--- src/rtl/conv_relu_pool_if.sv ---
// Bus bundle for conv_relu_pool: map start, paired conv-sum beats and the pooled-pixel write port.
interface conv_relu_pool_if #(
  parameter int SUM_W  = 16,
  parameter int ADDR_W = 10
);
  logic                     i_start;
  logic [ADDR_W-1:0]        i_base_addr;
  logic                     i_valid;
  logic signed [SUM_W-1:0]  i_sum1;
  logic signed [SUM_W-1:0]  i_sum2;
  logic                     o_busy;
  logic                     o_wr_en;
  logic [ADDR_W-1:0]        o_wr_addr;
  logic [7:0]               o_wr_data;
  logic                     o_done;

  modport master (
    output i_start, i_base_addr, i_valid, i_sum1, i_sum2,
    input  o_busy, o_wr_en, o_wr_addr, o_wr_data, o_done
  );

  modport slave (
    input  i_start, i_base_addr, i_valid, i_sum1, i_sum2,
    output o_busy, o_wr_en, o_wr_addr, o_wr_data, o_done
  );
endinterface

--- src/rtl/conv_relu_pool.sv ---
// ReLU + 2x2/stride-2 max pool + requantisation to u8 of paired conv sums,
// writing pooled pixels to sequential feature-map addresses.
module conv_relu_pool #(
  parameter int OUT_W  = 26,
  parameter int OUT_H  = 26,
  parameter int SUM_W  = 16,
  parameter int SHIFT  = 4,
  parameter int ADDR_W = 10
) (
  input  logic             i_clk,
  input  logic             i_rst_n,
  conv_relu_pool_if.slave  bus
);
  localparam int COLS  = OUT_W / 2;
  localparam int COL_W = (COLS > 1) ? $clog2(COLS) : 1;
  localparam int ROW_W = (OUT_H > 1) ? $clog2(OUT_H) : 1;

  typedef enum logic [1:0] {IDLE, EVEN_ROW, ODD_ROW} state_t;

  state_t                  r_state, w_next_state;
  logic [COL_W-1:0]        r_col;
  logic [ROW_W-1:0]        r_row;
  logic [ADDR_W-1:0]       r_addr;
  logic signed [SUM_W-1:0] r_line_buf [COLS];
  logic                    r_busy, r_wr_en, r_done;
  logic [ADDR_W-1:0]       r_wr_addr;
  logic [7:0]              r_wr_data;

  logic                    w_start_acc, w_lb_we, w_write, w_beat;
  logic                    w_last_col, w_last_row;
  logic signed [SUM_W-1:0] w_pair_max, w_pool_max, w_relu, w_shifted;
  logic [7:0]              w_quant;

  function automatic logic signed [SUM_W-1:0] max_signed(
    input logic signed [SUM_W-1:0] a,
    input logic signed [SUM_W-1:0] b
  );
    return (a > b) ? a : b;
  endfunction

  assign w_last_col = (r_col == COL_W'(COLS - 1));
  assign w_last_row = (r_row == ROW_W'(OUT_H - 1));
  assign w_beat     = w_lb_we | w_write;

  // NOTE: sequential state uses non-blocking (<=) so every register samples pre-edge values.
  always_ff @(posedge i_clk or negedge i_rst_n) begin
    if (!i_rst_n) r_state <= IDLE;
    else          r_state <= w_next_state;
  end

  // NOTE: every output of this block gets a default first, so no path can infer a latch.
  always_comb begin
    w_next_state = r_state;
    w_start_acc  = 1'b0;
    w_lb_we      = 1'b0;
    w_write      = 1'b0;
    case (r_state)
      IDLE: if (bus.i_start) begin
        w_next_state = EVEN_ROW;
        w_start_acc  = 1'b1;
      end
      EVEN_ROW: if (bus.i_valid) begin
        w_lb_we = 1'b1;
        if (w_last_col) w_next_state = ODD_ROW;
      end
      ODD_ROW: if (bus.i_valid) begin
        w_write = 1'b1;
        if (w_last_col) w_next_state = w_last_row ? IDLE : EVEN_ROW;
      end
      default: w_next_state = IDLE;
    endcase
  end

  always_comb begin
    w_pair_max = max_signed(bus.i_sum1, bus.i_sum2);
    w_pool_max = max_signed(w_pair_max, r_line_buf[r_col]);
    w_relu     = (w_pool_max < 0) ? '0 : w_pool_max;
    w_shifted  = w_relu >>> SHIFT;
    w_quant    = (w_shifted > SUM_W'(255)) ? 8'hFF : w_shifted[7:0];
  end

  always_ff @(posedge i_clk or negedge i_rst_n) begin
    if (!i_rst_n) begin
      r_col  <= '0;
      r_row  <= '0;
      r_addr <= '0;
    end else if (w_start_acc) begin
      r_col  <= '0;
      r_row  <= '0;
      r_addr <= bus.i_base_addr;
    end else begin
      if (w_beat) r_col <= w_last_col ? '0 : r_col + 1'b1;
      if (w_beat && w_last_col) r_row <= w_last_row ? '0 : r_row + 1'b1;
      if (w_write) r_addr <= r_addr + 1'b1;
    end
  end

  // NOTE: the line buffer is plain storage with no reset; even rows always refill it before use.
  always_ff @(posedge i_clk) begin
    if (w_lb_we) r_line_buf[r_col] <= w_pair_max;
  end

  always_ff @(posedge i_clk or negedge i_rst_n) begin
    if (!i_rst_n) begin
      r_busy    <= 1'b0;
      r_wr_en   <= 1'b0;
      r_done    <= 1'b0;
      r_wr_addr <= '0;
      r_wr_data <= '0;
    end else begin
      r_wr_en <= w_write;
      r_done  <= w_write && w_last_col && w_last_row;
      if (w_write) begin
        r_wr_addr <= r_addr;
        r_wr_data <= w_quant;
      end
      // A start in the done cycle must keep busy high, so it wins over the clear.
      if (w_start_acc) r_busy <= 1'b1;
      else if (r_done) r_busy <= 1'b0;
    end
  end

  assign bus.o_busy    = r_busy;
  assign bus.o_wr_en   = r_wr_en;
  assign bus.o_wr_addr = r_wr_addr;
  assign bus.o_wr_data = r_wr_data;
  assign bus.o_done    = r_done;
endmodule

--- src/flat_wrapper.sv ---
// flat-port wrapper written by rule: the top's interface ports become plain ports
module conv_relu_pool_flat 
#(
  parameter int OUT_W  = 26,
  parameter int OUT_H  = 26,
  parameter int SUM_W  = 16,
  parameter int SHIFT  = 4,
  parameter int ADDR_W = 10
)
  (i_clk, i_rst_n, bus_i_start, bus_i_base_addr, bus_i_valid, bus_i_sum1, bus_i_sum2, bus_o_busy, bus_o_wr_en, bus_o_wr_addr, bus_o_wr_data, bus_o_done);
  conv_relu_pool_if #(.SUM_W(SUM_W), .ADDR_W(ADDR_W)) bus_i ();
  input  logic i_clk;
  input  logic i_rst_n;
  input wire logic [$bits(bus_i.i_start)-1:0] bus_i_start;
  input wire logic [$bits(bus_i.i_base_addr)-1:0] bus_i_base_addr;
  input wire logic [$bits(bus_i.i_valid)-1:0] bus_i_valid;
  input wire logic [$bits(bus_i.i_sum1)-1:0] bus_i_sum1;
  input wire logic [$bits(bus_i.i_sum2)-1:0] bus_i_sum2;
  output wire logic [$bits(bus_i.o_busy)-1:0] bus_o_busy;
  output wire logic [$bits(bus_i.o_wr_en)-1:0] bus_o_wr_en;
  output wire logic [$bits(bus_i.o_wr_addr)-1:0] bus_o_wr_addr;
  output wire logic [$bits(bus_i.o_wr_data)-1:0] bus_o_wr_data;
  output wire logic [$bits(bus_i.o_done)-1:0] bus_o_done;
  assign bus_i.i_start = bus_i_start;
  assign bus_i.i_base_addr = bus_i_base_addr;
  assign bus_i.i_valid = bus_i_valid;
  assign bus_i.i_sum1 = bus_i_sum1;
  assign bus_i.i_sum2 = bus_i_sum2;
  assign bus_o_busy = bus_i.o_busy;
  assign bus_o_wr_en = bus_i.o_wr_en;
  assign bus_o_wr_addr = bus_i.o_wr_addr;
  assign bus_o_wr_data = bus_i.o_wr_data;
  assign bus_o_done = bus_i.o_done;
  conv_relu_pool #(.OUT_W(OUT_W), .OUT_H(OUT_H), .SUM_W(SUM_W), .SHIFT(SHIFT), .ADDR_W(ADDR_W)) u_core (.i_clk(i_clk), .i_rst_n(i_rst_n), .bus(bus_i));
endmodule
--- config.mk ---
export PLATFORM = sky130hd
export DESIGN_NAME = conv_relu_pool_flat
export DESIGN_NICKNAME = d
export VERILOG_FILES = /design/src/rtl/conv_relu_pool_if.sv /design/src/rtl/conv_relu_pool.sv /design/src/flat_wrapper.sv
export SDC_FILE = /design/constraint.sdc
export NUM_CORES = 1
export LEC_CHECK = 0
export ABC_AREA = 1
export BUFFER_PORTS_ARGS = -buffer_cell sky130_fd_sc_hd__buf_2
export CAP_MARGIN = 10
export CORE_ASPECT_RATIO = 0.5
export CORE_MARGIN = 2
export CORE_UTILIZATION = 60
export DETAILED_ROUTE_END_ITERATION = 8
export PLACE_DENSITY = 0.76
export SYNTH_ARGS = -nofsm -noshare
export SYNTH_HDL_FRONTEND = slang
export SYNTH_SLANG_ARGS = --single-unit
--- constraint.sdc ---
create_clock -name i_clk -period 4.36 [get_ports i_clk]
set_clock_uncertainty 0.1 [all_clocks]
set_input_delay 0 -clock i_clk [delete_from_list [all_inputs] [get_ports i_clk]]
set_output_delay 0 -clock i_clk [all_outputs]
set_load 0.1 [all_outputs]
* Word level (Yosys, flattened, before mapping) *
Memories as Yosys holds them, arrays and structs flattened.
Cells that the tools add are included.

cells by class
  add/subtract/negate cells = 3
  magnitude comparators = 4
  equal/unequal tests = 9
  mux-type cells = 28
  bitwise logic cells = 1
  reduce and logical (&&, ||, !) cells = 9

operator list
  cell                                                                    count
  16-bit two-way mux                                                      3
  16-bit > comparator                                                     2
  10-bit two-way mux                                                      2
  16-bit by 1-bit < comparator with 1-bit output (second input constant)  1
  5-bit two-way mux                                                       3
  12-bit by 9-bit > comparator with 1-bit output (second input constant)  1
  4-bit two-way mux                                                       3
  10-bit by 1-bit adder with 10-bit output (second input constant)        1
  1-bit two-way mux                                                       10
  2-bit two-way mux                                                       5
  8-bit two-way mux                                                       1
  2-bit nonzero test                                                      4
  2-bit != test (second input constant)                                   3
  2-bit one-hot mux with 3 select lines                                   1
  5-bit by 1-bit adder with 5-bit output (second input constant)          1
  5-bit equality test (second input constant)                             1
  5-bit AND reduction                                                     1
  4-bit by 1-bit adder with 4-bit output (second input constant)          1
  4-bit equality test (second input constant)                             1
  2-bit by 1-bit != test with 1-bit output (second input constant)        2
  1-bit logical AND                                                       3
  2-bit by 1-bit equality test with 1-bit output (second input constant)  1
  2-bit equality test (second input constant)                             1
  2-bit zero test                                                         1
  1-bit OR                                                                1

storage, ports and cells
  register bits after elaboration = 42
  bits in writable memories = 208
  bits of input ports = 46
  output and inout port bits = 21
  word-level logic and storage cells = 64
  memories kept = 1

memories
  memory             words  bits a word  rd ports  clocked after memory_dff  wr ports  RTL line              source
  u_core.r_line_buf  13     16           1         0                         1         conv_relu_pool.sv:24  logic signed [SUM_W-1:0] r_line_buf [COLS];

* Depth between registers and ports, before layout *
Gate-level depths: netlist of run 1.

  depth after elaboration = 8
  mapped depth = 34
  mapped depth without buffers = 31

* Worst setup path after synthesis of run 1 *
No wires, ideal clock.

  kind = in2reg
  start = input bus_i_sum2[15]
  end = register u_core.r_wr_data[6], in the netlist u_core.bus.o_wr_data[6]
  library setup time = 124 ps
  data arrival time = 3426 ps
  required time = 4136 ps
  setup slack = 710 ps
  cell stages on the path = 28
  buffers on the path = 3
  cells stage by stage = inv_1 > ha_1 > a21oi_1 > o21ai_0 > a21oi_1 > nand2_1 > nand2_2 > nand3_2 > buf_6 > buf_6 > o21ai_0 > inv_1 > ha_1 > o21bai_1 > nand2_1 > nand2_1 > nand2_1 > nand2_1 > nand2_1 > nand3_1 > nand2_1 > nor2_4 > inv_2 > buf_6 > nor2_1 > nand2_2 > nand3_4 > a21oi_1

between the ends
  longest elaborated chain between the ends = 8

RTL lines
  what                                            RTL line               source
  start: declaration                              flat_wrapper.sv:18     input wire logic [$bits(bus_i.i_sum2)-1:0] bus_i_sum2;
  16-bit > comparator (*)                         conv_relu_pool.sv:38   return (a > b) ? a : b;
  16-bit two-way mux (*)                          conv_relu_pool.sv:38
  via u_core.w_pair_max[0]                        conv_relu_pool.sv:31   logic signed [SUM_W-1:0] w_pair_max, w_pool_max, w_relu, w_shifted;
  16-bit > comparator                             conv_relu_pool.sv:38
  16-bit two-way mux (*)                          conv_relu_pool.sv:38
  16-bit by 1-bit < comparator with 1-bit output  conv_relu_pool.sv:77   w_relu = (w_pool_max < 0) ? '0 : w_pool_max;
  16-bit two-way mux (*)                          conv_relu_pool.sv:77
  12-bit by 9-bit > comparator with 1-bit output  conv_relu_pool.sv:79   w_quant = (w_shifted > SUM_W'(255)) ? 8'hFF : w_shifted[7:0];
  8-bit two-way mux (*)                           conv_relu_pool.sv:79
  end signal: assignment                          conv_relu_pool.sv:115  r_wr_data <= w_quant;
  end: declaration                                conv_relu_pool.sv:27   logic [7:0] r_wr_data;

The timed path passes the listed nets; every way through them passes the cells marked *.
A chain may end at the register's enable or synchronous reset.

* Worst setup path after layout of run 1 *
  start = register u_core.r_col[0]
  end = register u_core.r_wr_data[0], in the netlist u_core.bus.o_wr_data[0]

between the ends
  longest elaborated chain between the ends = 7

RTL lines
  what                                            RTL line              source
  start: declaration                              conv_relu_pool.sv:21  logic [COL_W-1:0] r_col;
  start signal: assignment                        conv_relu_pool.sv:92  if (w_beat) r_col <= w_last_col ? '0 : r_col + 1'b1;
  memory read 13 x 16 bit (*)                     --
  16-bit > comparator                             conv_relu_pool.sv:38
  16-bit two-way mux (*)                          conv_relu_pool.sv:38
  16-bit by 1-bit < comparator with 1-bit output  conv_relu_pool.sv:77
  16-bit two-way mux (*)                          conv_relu_pool.sv:77
  12-bit by 9-bit > comparator with 1-bit output  conv_relu_pool.sv:79
  8-bit two-way mux (*)                           conv_relu_pool.sv:79

Mark *: on every way between the ends. The rest lies on a longest branch, timed or not.

==> metrics.md, run 1 <==
| Metric | Value |
|---|---|
| Floorplan die height | `between 100 and 150 um` |
| Global placer's final weighted congestion | `0.851` |
| Number of buffers created by CTS | `22` |
| Overflow left after global routing | `0` |
| Overall track demand over capacity in global routing | `0.295` |
| Kind of critical path | `register to register` |
| Number of top-level pins | `67` |
| Max Clk Rate | `~250 MHz` |
| Final period demand of the worst path | `roughly 4 ns` |
| Effective utilization at floorplan | `0.615` |
| DRC violations left | `0` |
| Clock Sink Count | `250` |
| Least setup slack across all paths after layout | `0.344 ns` |
| Kind of launch point of the worst setup path | `register` |
| Via count of the first global-routing pass | `roughly 8300` |
| Hold Fails Final Rpt | `0` |
| Master cell of the clock root buffer | `sky130_fd_sc_hd__clkbuf_16` |
| Count of TritonRoute iterations in the first routing pass | `5` |
| Iteration-0 DRC Markers | `942` |
| Share of synthesized area occupied by flip-flops and latches | `0.644` |
| H-tree lvl count | `1` |
| Initial antenna violation count | `1` |
| Setup repair after global routing missed its margin | `false` |
| Count of yosys warnings during synthesis | `0` |
| Die area | `20100 um^2` |
| Post-route cell area | `between 10000 and 15000 um^2` |
| # fillers | `around 1200` |
| Syn nets | `around 1100` |
| Post-synth ARST share | `0.168` |
| Global-route wire length before repair | `~45000 um` |
| Top post-synthesis cells by area | `sky130_fd_sc_hd__edfxtp_1 (55%), sky130_fd_sc_hd__dfrtp_1 (9.3%), sky130_fd_sc_hd__nand2_1 (5.2%), sky130_fd_sc_hd__o21ai_0 (4.9%), sky130_fd_sc_hd__nor2_1 (4.3%)` |
| Total via count after detailed routing | `approximately 8500` |
| Clock-pin slew of the registers on the worst-case setup and hold paths | `approximately 0.07 ns` |
| Horiz. Die Dim | `198 um` |
| Number of synthesized flops with an enable pin | `208` |
| Slew headroom | `0.322` |
| Final number of max-transition violations | `0` |
| Top fanout value on the critical path | `42` |
| Distinct cell type count of the synthesized netlist | `44` |
| Post-Syn Area per Cell | `10.9 um^2` |
| Endpoint required time on the critical path | `between 4 and 5 ns` |
| Average wire per cell in the routed design | `just over 20 um` |
| Area growth, synth to finish | `15.5%` |
| CTS tree | `yes` |
| Worst min-delay path class | `primary input to register` |
| Run status | `finished clean` |
| Ratio of cells with drive above 1 in the final layout | `0.150` |
| Post-route clock period utilization | `0.921` |
| Count of state elements after synthesis | `250` |
| Vias per std cell | `between 5 and 6` |
| Core area | `18400 um^2` |
| Total power divided by cell area | `651 nW/um^2` |
| Transition time of the tightest slew-check pin | `around 1 ns` |
| Skew-Pair Late Insertion Delay | `around 0.52 ns` |
| Cell count after synthesis | `1043` |
| Fin nets | `1232` |
| Largest area contributor in the synthesized netlist | `sky130_fd_sc_hd__edfxtp_1` |
| IO Port Bufs | `66` |
| Detailed-placement wirelength estimate | `roughly 18000 um` |
| Final Setup Violations | `0` |
| Post-route setup TNS | `0 ns` |
| Area share of the largest cell type after synthesis | `0.551` |
| Max VDD drop | `just under 0.0006 V` |
| Most used flip-flop cell after synthesis | `sky130_fd_sc_hd__edfxtp_1` |
| # Post-CTS Setup Buffers | `0` |
| Standby leakage power | `about 5.2 nW` |
| Number of max-cap violations | `0` |
| Layout Utilization | `0.711` |
| Flop2flop setup slack | `0.34 ns` |
| Synthesized cell area | `between 10000 and 15000 um^2` |
| Data arrival at the endpoint of the critical path | `around 4.3 ns` |
| Number of antenna-violating nets in the routed design | `0` |
| Detailed-route wire length | `28800 um` |
| Setup crit end kind | `register` |
| Number of buffers on the longest clock path | `3` |
| Area after DPL | `12100 um^2` |
| Largest net degree at the start of global routing | `58` |
| Post-Place Setup Slack | `~0.05 ns` |
| Number of rows in the core area | `35` |
[registers in the layout (all words and copies together), names as in the netlist]
register	count
u_core.r_addr	10
u_core.r_state	2
u_core.bus.o_busy	1
u_core.bus.o_wr_data	8
u_core.bus.o_wr_addr	10
u_core.r_row	5
u_core.bus.o_done	1
u_core.bus.o_wr_en	1
u_core.r_col	4
u_core.r_line_buf	208
[worst max-delay path: stages (launching register included)]
cell                       delay, ns
sky130_fd_sc_hd__dfrtp_2        0.46
sky130_fd_sc_hd__buf_4          0.28
sky130_fd_sc_hd__o21ai_0        0.28
sky130_fd_sc_hd__o22ai_1        0.13
sky130_fd_sc_hd__a22o_1         0.18
sky130_fd_sc_hd__a221oi_1       0.67
sky130_fd_sc_hd__ha_1           0.38
sky130_fd_sc_hd__inv_1          0.06
sky130_fd_sc_hd__o21bai_1       0.06
sky130_fd_sc_hd__nand2_1        0.06
sky130_fd_sc_hd__nand2_1        0.04
sky130_fd_sc_hd__nand2_1        0.05
sky130_fd_sc_hd__nand2_1        0.04
sky130_fd_sc_hd__nand2_1        0.08
sky130_fd_sc_hd__a21oi_2        0.08
sky130_fd_sc_hd__nor2_4         0.25
sky130_fd_sc_hd__inv_2          0.15
sky130_fd_sc_hd__nand2_1        0.11
sky130_fd_sc_hd__nand2_2        0.14
sky130_fd_sc_hd__a21oi_1        0.17
sky130_fd_sc_hd__a21oi_1        0.11
[cells in the final DEF, fill, tap and decap left out, types with 2 or more instances in the layout]
master / instances
sky130_fd_sc_hd__a211oi_1: 2
sky130_fd_sc_hd__a21oi_1: 43
sky130_fd_sc_hd__a21oi_2: 3
sky130_fd_sc_hd__a221oi_1: 3
sky130_fd_sc_hd__a22o_1: 3
sky130_fd_sc_hd__a22oi_1: 8
sky130_fd_sc_hd__and2_2: 8
sky130_fd_sc_hd__buf_12: 2
sky130_fd_sc_hd__buf_2: 66
sky130_fd_sc_hd__buf_4: 31
sky130_fd_sc_hd__clkbuf_1: 5
sky130_fd_sc_hd__clkbuf_16: 23
sky130_fd_sc_hd__clkbuf_8: 4
sky130_fd_sc_hd__clkinv_1: 3
sky130_fd_sc_hd__clkinv_2: 5
sky130_fd_sc_hd__dfrtp_1: 41
sky130_fd_sc_hd__dlygate4sd3_1: 27
sky130_fd_sc_hd__edfxtp_1: 208
sky130_fd_sc_hd__ha_1: 39
sky130_fd_sc_hd__inv_1: 86
sky130_fd_sc_hd__inv_2: 2
sky130_fd_sc_hd__nand2_1: 158
sky130_fd_sc_hd__nand2_2: 4
sky130_fd_sc_hd__nand3_1: 29
sky130_fd_sc_hd__nand3_4: 3
sky130_fd_sc_hd__nand4_1: 19
sky130_fd_sc_hd__nor2_1: 131
sky130_fd_sc_hd__nor3_1: 4
sky130_fd_sc_hd__nor3_2: 10
sky130_fd_sc_hd__o211ai_1: 5
sky130_fd_sc_hd__o21ai_0: 111
sky130_fd_sc_hd__o22ai_1: 49
sky130_fd_sc_hd__or2_2: 8
sky130_fd_sc_hd__xor2_1: 4
[Yosys cell counts, drive strengths merged (3+ instances only)]
| cell | n |
|---|---|
| a211oi | 3 |
| a21oi | 46 |
| a221oi | 3 |
| a22o | 3 |
| a22oi | 8 |
| and2 | 8 |
| buf | 22 |
| clkbuf | 25 |
| dfrtp | 42 |
| edfxtp | 208 |
| ha | 39 |
| inv | 88 |
| nand2 | 162 |
| nand3 | 32 |
| nand4 | 19 |
| nor2 | 132 |
| nor3 | 14 |
| o211ai | 5 |
| o21ai | 112 |
| o22ai | 49 |
| or2 | 8 |
| xor2 | 4 |
[final timing paths]
| kind | from | to | depth (start not counted) |
|---|---|---|---|
| worst max-delay path | u_core.r_col[0] | u_core.bus.o_wr_data[0] | 20 |
| worst min-delay path | bus_i_sum1[12] | u_core.r_line_buf[4][12] | 4 |
| worst max register to register | u_core.r_col[0] | u_core.bus.o_wr_data[0] | 20 |
| worst min register to register | u_core.bus.o_wr_addr[9] | u_core.bus.o_wr_addr[9] | 2 |
| max in group asynchronous | i_rst_n | u_core.r_col[0] | 2 |
| min in group asynchronous | i_rst_n | u_core.bus.o_wr_addr[9] | 2 |
[stage by stage]
| step | hold WS, ns | std cells | total power [mW] |
|---|---|---|---|
| after floorplan | -0.396 | 1043 | 5.62 |
| after global placement | 0.0720 | 1354 | 6.46 |
| after detailed placement | 0.0888 | 1354 | 6.57 |
| after CTS | 0.000996 | 1421 | 8.48 |
| after global routing | 0.0289 | 1422 | 8.97 |
| final | 0.0165 | 1423 | 8.53 |
[area by class of cell]
class / count / area (um^2) / area share
diodes: 1 / 2.50 / 0.000191
clock buffers: 32 / 649 / 0.0496
clock inverters: 8 / 48.8 / 0.00372
inverters: 89 / 334 / 0.0255
multi-input cells: 658 / 3570 / 0.272
flip-flops and latches: 250 / 7300 / 0.557
well taps: 259 / 324 / 0.0247
repair buffers: 126 / 873 / 0.0667
[timing repair]
| item | in CTS | in global routing |
|---|---|---|
| hold buffers | 27 | 0 |
| gates resized for setup | 0 | 12 |
| hold endpoints to repair | 118 | 0 |
| setup endpoints to repair | 0 | 8 |
[metal layers]
metal	track usage	routed length, um	vias up
met1	0.416	12000	4102
met2	0.465	13000	450
met3	0.0716	3010	67
li1	-	-	3897
met4	0.0855	771	0
met5	0	0	-
[cell families after synthesis]
group,synth area share
compound gates,0.119
simple gates,0.142
xor+xnor,0.00309
buf+inv,0.0493
fa+ha+maj,0.0430
flops,0.644
mux,0.000883
[power breakdown]
part	internal [mW]	switching (mW)
combinational	0.967	2.61
clock	1.04	0.846
sequential	2.92	0.149
(Power assumes the default switching activity.)
==> run 2: changes to the inputs <==
CAP_MARGIN = 25   (was 10)
HOLD_SLACK_MARGIN = 0.02   (was not set)
==> run 2 against run 1 <==
  * Sequential power hardly changed
  * First-iteration DRC count down 3.1%
  * Design area rose by 0.53%
==> metrics.md, run 2 (synthesized netlist as in run 1, its figures left out) <==
| Metric | Value |
|---|---|
| Area growth, synth to finish | `16.2%` |
| Max Clk Rate | `249 MHz (about the same)` |
| Post-route cell area | `13200 um^2 (+0.53%)` |
| Vias per std cell | `6.01 (+0.48%)` |
| Cell seen most often among critical-path stages | `sky130_fd_sc_hd__nand2_1` |
| Master cell of the clock root buffer | `sky130_fd_sc_hd__clkbuf_16` |
| Detailed-placement wirelength estimate | `18200 um (unchanged)` |
| Skew-Pair Late Insertion Delay | `0.52 ns (about the same)` |
| Ratio of cells with drive above 1 in the final layout | `0.149 (-0.000895)` |
| Slew headroom | `0.325 (+0.00287)` |
| Number of buffers on the longest clock path | `3 (unchanged)` |
| Worst min-delay path class | `primary input to register` |
| Setup repair after global routing missed its margin | `false` |
| Transition time of the tightest slew-check pin | `1.01 ns (-0.00430 ns)` |
| Horiz. Die Dim | `198 um (unchanged)` |
| Fin nets | `1239 (+0.57%)` |
| Top fanout value on the critical path | `16 (-62%)` |
| Count of TritonRoute iterations in the first routing pass | `5 (unchanged)` |
| Total Power | `8.55 mW (+0.18%)` |
| Area after DPL | `12100 um^2 (unchanged)` |
| Standby leakage power | `5.28 nW (+0.62%)` |
| Number of max-cap violations | `0 (unchanged)` |
| Kind of launch point of the worst setup path | `register` |
| Post-route clock period utilization | `0.921 (about the same)` |
| Cell-by-cell trace of the critical path | `nand2_1 > inv_1 > a22o_1 > a221oi_1 > ha_1 > nand2_1 > inv_1 > nand2_1 > nand2_1 > nand2_1 > nand2_1 > nand2_1 > a21oi_2 > nor2_4 > inv_2 > nand2_1 > nand2_2 > a21oi_1 > a21oi_1` |
| Global-route wire length before repair | `45100 um (+0.71%)` |
| Most common cell after layout, fill and taps aside | `sky130_fd_sc_hd__edfxtp_1` |
| Die area | `20100 um^2 (unchanged)` |
| Final period demand of the worst path | `4.02 ns (+0.000448 ns)` |
| Number of buffers created by CTS | `22 (unchanged)` |
| Initial antenna violation count | `1 (unchanged)` |
| Run status | `finished clean` |
| Post-route setup TNS | `0 ns (unchanged)` |
| Average wire per cell in the routed design | `20.4 um (+0.71%)` |
| IO Port Bufs | `66 (unchanged)` |
| Global placer's final weighted congestion | `0.851 (unchanged)` |
| Iteration-0 DRC Markers | `913 (-3.1%)` |
| Final number of max-transition violations | `0 (unchanged)` |
| Number of antenna-violating nets in the routed design | `0 (unchanged)` |
| Multi-input gate area | `3570 um^2 (unchanged)` |
| Commonest cells after routing, fill and taps aside | `sky130_fd_sc_hd__edfxtp_1 (208), sky130_fd_sc_hd__nand2_1 (158), sky130_fd_sc_hd__nor2_1 (131)` |
| Effective utilization at floorplan | `0.615 (unchanged)` |
| # fillers | `1225 (-1.1%)` |
| Overall track demand over capacity in global routing | `0.297 (+0.00231)` |
| Cell depth of the worst flop-to-flop path | `19 (-5.0%)` |
| Max incr delay on CP | `0.69 ns (+0.02 ns)` |
| Data arrival at the endpoint of the critical path | `4.31 ns (about the same)` |
| CTS tree | `yes` |
| Overflow left after global routing | `0 (unchanged)` |
| Cell family contributing the most delay on the critical path | `compound AO/OA/AOI/OAI gates` |
| Clock Sink Count | `250 (unchanged)` |
| Total power divided by cell area | `649 nW/um^2 (-0.35%)` |
| Endpoint required time on the critical path | `4.65 ns (about the same)` |
| Instance count on the critical path | `19 (-5.0%)` |
| Flip-flop count of the largest register, all copies and words added | `208 (unchanged)` |
| Kind of critical path | `register to register` |
| Flop2flop setup slack | `0.34 ns (about the same)` |
| Area used by sequential logic in the layout | `7300 um^2 (unchanged)` |
| Largest net degree at the start of global routing | `58 (unchanged)` |
| Number of top-level pins | `67 (unchanged)` |
| Worst path slowest cell | `sky130_fd_sc_hd__a221oi_1` |
| Max VDD drop | `0.000591 V (-0.39%)` |
| Floorplan die height | `101 um (unchanged)` |
| Total via count after detailed routing | `8599 (+0.97%)` |
| Final Setup Violations | `0 (unchanged)` |
| Via count of the first global-routing pass | `8364 (+0.99%)` |
| Clock-pin slew of the registers on the worst-case setup and hold paths | `0.07 ns (about the same)` |
| Core area | `18400 um^2 (unchanged)` |
| Depth of the worst hold-timing path | `4 (unchanged)` |
| H-tree lvl count | `1 (unchanged)` |
| # Post-CTS Setup Buffers | `0 (unchanged)` |
| Detailed-route wire length | `29100 um (+1.2%)` |
| DRC violations left | `0 (unchanged)` |
| Number of rows in the core area | `35 (unchanged)` |
| Reg with most FFs | `u_core.r_line_buf` |
| Number of buffer and inverter stages on the critical path | `3 (unchanged)` |
| Hold Fails Final Rpt | `0 (unchanged)` |
| Setup crit end kind | `register` |
==> run 2: cell count changes in the layout (fill, tap and decap cells not counted) <==
cell and delta:
sky130_fd_sc_hd__dlygate4sd3_1 +7
==> run 2: stage by stage <==
step | setup slack (ns) | std cells | hold WS, ns | utilization
4_1_cts | 0.0406 | 1428 | 0.0216 | 0.712
3_5_place_dp | 0.0497 | 1354 | 0.0888 | 0.656
2_1_floorplan | 0.710 | 1043 | -0.396 | -
6_report | 0.344 | 1430 | 0.0394 | 0.714
3_3_place_gp | 0.247 | 1354 | 0.0720 | 0.656
5_1_grt | 0.00373 | 1429 | 0.0536 | 0.714
==> run 2: path summary, 6_finish.rpt <==
check	startpoint	to
setup / recovery	u_core.r_col[2]	u_core.bus.o_wr_data[0]
hold / removal	bus_i_sum1[1]	u_core.r_line_buf[11][1]
setup reg to reg	u_core.r_col[2]	u_core.bus.o_wr_data[0]
hold reg to reg	u_core.bus.o_done	u_core.bus.o_busy
max in group asynchronous	i_rst_n	u_core.r_col[0]
min in group asynchronous	i_rst_n	u_core.bus.o_wr_addr[9]
==> run 2: timing repair <==
item	4_1_cts	5_1_grt
endpoints found under the setup margin	0	8
gates resized for setup	0	12
hold buffers	34	0
endpoints found under the hold margin	147	0
==> run 2: tightest hold or removal path, stage by stage <==
cell,delay [ns]
sky130_fd_sc_hd__buf_2,0.11
sky130_fd_sc_hd__nor2_1,0.09
sky130_fd_sc_hd__a21oi_1,0.07
sky130_fd_sc_hd__buf_4,0.20
==> run 2: area by class of cell <==
| cell class | instances | area share |
|---|---|---|
| Sequential cell | 250 | 0.554 |
| Multi-Input combinational cell | 658 | 0.271 |
| Timing Repair Buffer | 133 | 0.0716 |
| Clock buffer | 32 | 0.0493 |
| Inverter | 89 | 0.0254 |
| Tap cell | 259 | 0.0246 |
| Clock inverter | 8 | 0.00371 |
| Antenna cell | 1 | 0.000190 |
==> run 2: where the power goes <==
part | switching, mW | internal, mW | leakage, nW | total, mW
combinational | 2.62 | 0.974 | 2.53 | 3.59
clock | 0.850 | 1.04 | 0.348 | 1.89
sequential | 0.147 | 2.92 | 2.41 | 3.07
total | 3.61 | 4.93 | 5.28 | 8.55
==> run 2: layer usage <==
| metal | vias up | GRT usage | wire length [um] |
|---|---|---|---|
| li1 | 3918 | - | - |
| met1 | 4152 | 0.418 | 11900 |
| met2 | 463 | 0.471 | 13300 |
| met3 | 66 | 0.0676 | 3170 |
| met4 | 0 | 0.0924 | 764 |
| met5 | - | 0 | 0 |
==> run 3: changes to the inputs <==
CORE_UTILIZATION = 54   (was 60)
HOLD_SLACK_MARGIN = 0.12   (was 0.02)
PLACE_DENSITY = 0.69   (was 0.76)
==> run 3 against run 2 <==
  * Flip-flop and latch count unchanged
  * Final cell count increased by 2.6%
  * Count of clock-buffer cells in the layout decreased by 2
  * Setup slack got worse by 0.054 ns
  * Die area increased by 11%
  * Global-route usage decreased by 3.0 points
  * Clock power increased by 3%
  * Largest power group unchanged
  * Non-clock buffer count increased by 25
  * Highest routed layer unchanged
==> metrics.md, run 3 (synthesized netlist as in run 1, its figures left out) <==
| Metric | Value |
|---|---|
| Post-route clock period utilization | `0.934 (+0.0123)` |
| Iteration-0 DRC Markers | `919 (+0.66%)` |
| Routed wl met2 | `12900 um (-2.4%)` |
| Total power divided by cell area | `648 nW/um^2 (-0.18%)` |
| Number of buffers on the longest clock path | `3 (unchanged)` |
| Source of the worst register-to-register timing path | `u_core.r_col[0]` |
| Final period demand of the worst path | `4.07 ns (+0.0536 ns)` |
| Core area | `20600 um^2 (+11%)` |
| Global-route wire length before repair | `45500 um (+0.95%)` |
| Horiz. Die Dim | `209 um (+5.3%)` |
| CTS tree | `yes` |
| Die area | `22200 um^2 (+11%)` |
| Endpoint required time on the critical path | `4.63 ns (-0.02 ns)` |
| Area used by sequential logic in the layout | `7300 um^2 (about the same)` |
| Average wire per cell in the routed design | `20.0 um (-2.0%)` |
| Max VDD drop | `0.000640 V (+8.3%)` |
| Overflow left after global routing | `0 (unchanged)` |
| Clock-pin slew of the registers on the worst-case setup and hold paths | `0.06 ns (about the same)` |
| Data arrival at the endpoint of the critical path | `4.34 ns (+0.03 ns)` |
| Commonest cells after routing, fill and taps aside | `sky130_fd_sc_hd__edfxtp_1 (208), sky130_fd_sc_hd__nand2_1 (158), sky130_fd_sc_hd__nor2_1 (131)` |
| Worst hold slack after final layout | `0.153 ns (+0.114 ns)` |
| Transition time of the tightest slew-check pin | `0.993 ns (-0.0173 ns)` |
| Final Setup Violations | `0 (unchanged)` |
| # Post-CTS Setup Buffers | `0 (unchanged)` |
| Global placer's final weighted congestion | `0.916 (+7.7%)` |
| Antenna Cells | `0 (-1)` |
| Max Clk Rate | `246 MHz (-1.3%)` |
| Hold Fails Final Rpt | `0 (unchanged)` |
| Detailed-route wire length | `29300 um (+0.58%)` |
| Detailed-placement wirelength estimate | `18300 um (+1.0%)` |
| Setup repair after global routing missed its margin | `false` |
| Overall track demand over capacity in global routing | `0.267 (-0.0299)` |
| Final number of max-transition violations | `0 (unchanged)` |
| Initial antenna violation count | `0 (-1)` |
| Number of antenna-violating nets in the routed design | `0 (unchanged)` |
| Worst Hold Launch | `bus_i_base_addr[7]` |
| Total via count after detailed routing | `8617 (+0.21%)` |
| Count of TritonRoute iterations in the first routing pass | `5 (unchanged)` |
| Number of buffers created by CTS | `23 (+4.5%)` |
| Setup crit end kind | `register` |
| Flip-flop count of the largest register, all copies and words added | `208 (unchanged)` |
| Largest net degree at the start of global routing | `78 (+34%)` |
| Multi-input gate area | `3540 um^2 (-0.70%)` |
| Floorplan die height | `106 um (+5.2%)` |
| Routed length on met1 | `12600 um (+5.5%)` |
| Number of rows in the core area | `37 (+5.7%)` |
| Via count of the first global-routing pass | `8315 (-0.59%)` |
| Origin of the worst setup path | `bus_i_sum2[11]` |
| Slew headroom | `0.336 (+0.0116)` |
| Number of top-level pins | `67 (unchanged)` |
| DRC violations left | `0 (unchanged)` |
| Vias per std cell | `5.87 (-2.3%)` |
| Kind of launch point of the worst setup path | `primary input` |
| # fillers | `1558 (+27%)` |
| Total met3 wirelength after detailed routing | `3080 um (-2.8%)` |
| Number of max-cap violations | `0 (unchanged)` |
| Master cell of the clock root buffer | `sky130_fd_sc_hd__clkbuf_16` |
| Top fanout value on the critical path | `14 (-2)` |
| Post-route setup TNS | `0 ns (unchanged)` |
| Worst min-delay path class | `primary input to register` |
| Area growth, synth to finish | `18.4%` |
| Kind of critical path | `primary input to register` |
| H-tree lvl count | `1 (unchanged)` |
| Clock Sink Count | `250 (unchanged)` |
| Effective utilization at floorplan | `0.552 (-0.0634)` |
| Standby leakage power | `5.40 nW (+2.2%)` |
| Fin nets | `1264 (+2.0%)` |
| Ratio of cells with drive above 1 in the final layout | `0.147 (-0.00131)` |
| Most common cell after layout, fill and taps aside | `sky130_fd_sc_hd__edfxtp_1` |
| Top routing layer in use | `met4` |
| Run status | `finished clean` |
| Skew-Pair Late Insertion Delay | `0.52 ns (about the same)` |
| Reg with most FFs | `u_core.r_line_buf` |
| IO Port Bufs | `66 (unchanged)` |
[run 3: area by class of cell]
type	count	share of cell area
inverter	89	0.0251
clock inverter	10	0.00820
multi-input combinational	657	0.264
sequential	250	0.544
tap	273	0.0254
clock buffer	30	0.0448
timing repair buffer	158	0.0887
[run 3: critical path, stage by stage]
cell                            delay, ns
sky130_fd_sc_hd__dlygate4sd3_1       0.54
sky130_fd_sc_hd__buf_2               0.11
sky130_fd_sc_hd__inv_1               0.05
sky130_fd_sc_hd__ha_1                0.33
sky130_fd_sc_hd__a21oi_1             0.16
sky130_fd_sc_hd__nand2_1             0.07
sky130_fd_sc_hd__a21oi_1             0.22
sky130_fd_sc_hd__nand2_1             0.13
sky130_fd_sc_hd__nand2_4             0.15
sky130_fd_sc_hd__nand3_2             0.16
sky130_fd_sc_hd__buf_4               0.24
sky130_fd_sc_hd__nand2_1             0.10
sky130_fd_sc_hd__and2_4              0.25
sky130_fd_sc_hd__ha_1                0.27
sky130_fd_sc_hd__nand2_1             0.06
sky130_fd_sc_hd__inv_1               0.04
sky130_fd_sc_hd__o21ai_1             0.08
sky130_fd_sc_hd__a21oi_1             0.09
sky130_fd_sc_hd__nor2_1              0.19
sky130_fd_sc_hd__a21oi_2             0.10
sky130_fd_sc_hd__nor2_4              0.23
sky130_fd_sc_hd__inv_2               0.13
sky130_fd_sc_hd__nand2_1             0.09
sky130_fd_sc_hd__nand2_2             0.14
sky130_fd_sc_hd__a21oi_1             0.23
sky130_fd_sc_hd__a21oi_1             0.13
[run 3: repair_timing]
action,CTS,global route
gates resized for setup,0,10
hold buffers,49,0
hold endpoints to repair,211,0
setup endpoints to repair,0,8
[run 3: power by group]
| part | total, mW | switching (mW) | internal (mW) | leakage [nW] |
|---|---|---|---|---|
| clock network | 1.95 | 0.851 | 1.10 | 0.346 |
| logic | 3.65 | 2.62 | 1.04 | 2.65 |
| registers | 3.09 | 0.173 | 2.92 | 2.41 |
| total | 8.70 | 3.64 | 5.05 | 5.40 |
[run 3: metrics by stage]
stage                     worst slack (ns)  power [mW]  std cells  utilization  instance area, um^2
after floorplan                      0.710        5.62       1043            -                11300
after global placement               0.100        6.54       1376        0.592                12200
after detailed placement            0.0823        6.64       1378        0.593                12200
after CTS                           0.0140        8.64       1467        0.652                13400
after global routing                0.0386        9.19       1467        0.653                13400
final                                0.290        8.70       1467        0.653                13400
[run 3: path summary, 6_finish.rpt]
| kind | end | slack (ns) | depth (start not counted) |
|---|---|---|---|
| setup / recovery | u_core.bus.o_wr_data[5] | 0.29 | 26 |
| hold / removal | u_core.r_addr[7] | 0.15 | 4 |
| setup reg to reg | u_core.bus.o_wr_data[5] | 0.34 | 20 |
| hold reg to reg | u_core.bus.o_wr_addr[9] | 0.39 | 2 |
| max in group asynchronous | u_core.r_col[0] | 3.48 | 4 |
| min in group asynchronous | u_core.bus.o_wr_addr[5] | 0.46 | 4 |
[run 3: routing by layer]
layer / vias to the layer above / global-route usage
met2: 445 / 0.413
met4: 0 / 0.0740
met3: 64 / 0.0617
met5: - / 0
met1: 4159 / 0.383
li1: 3949 / -
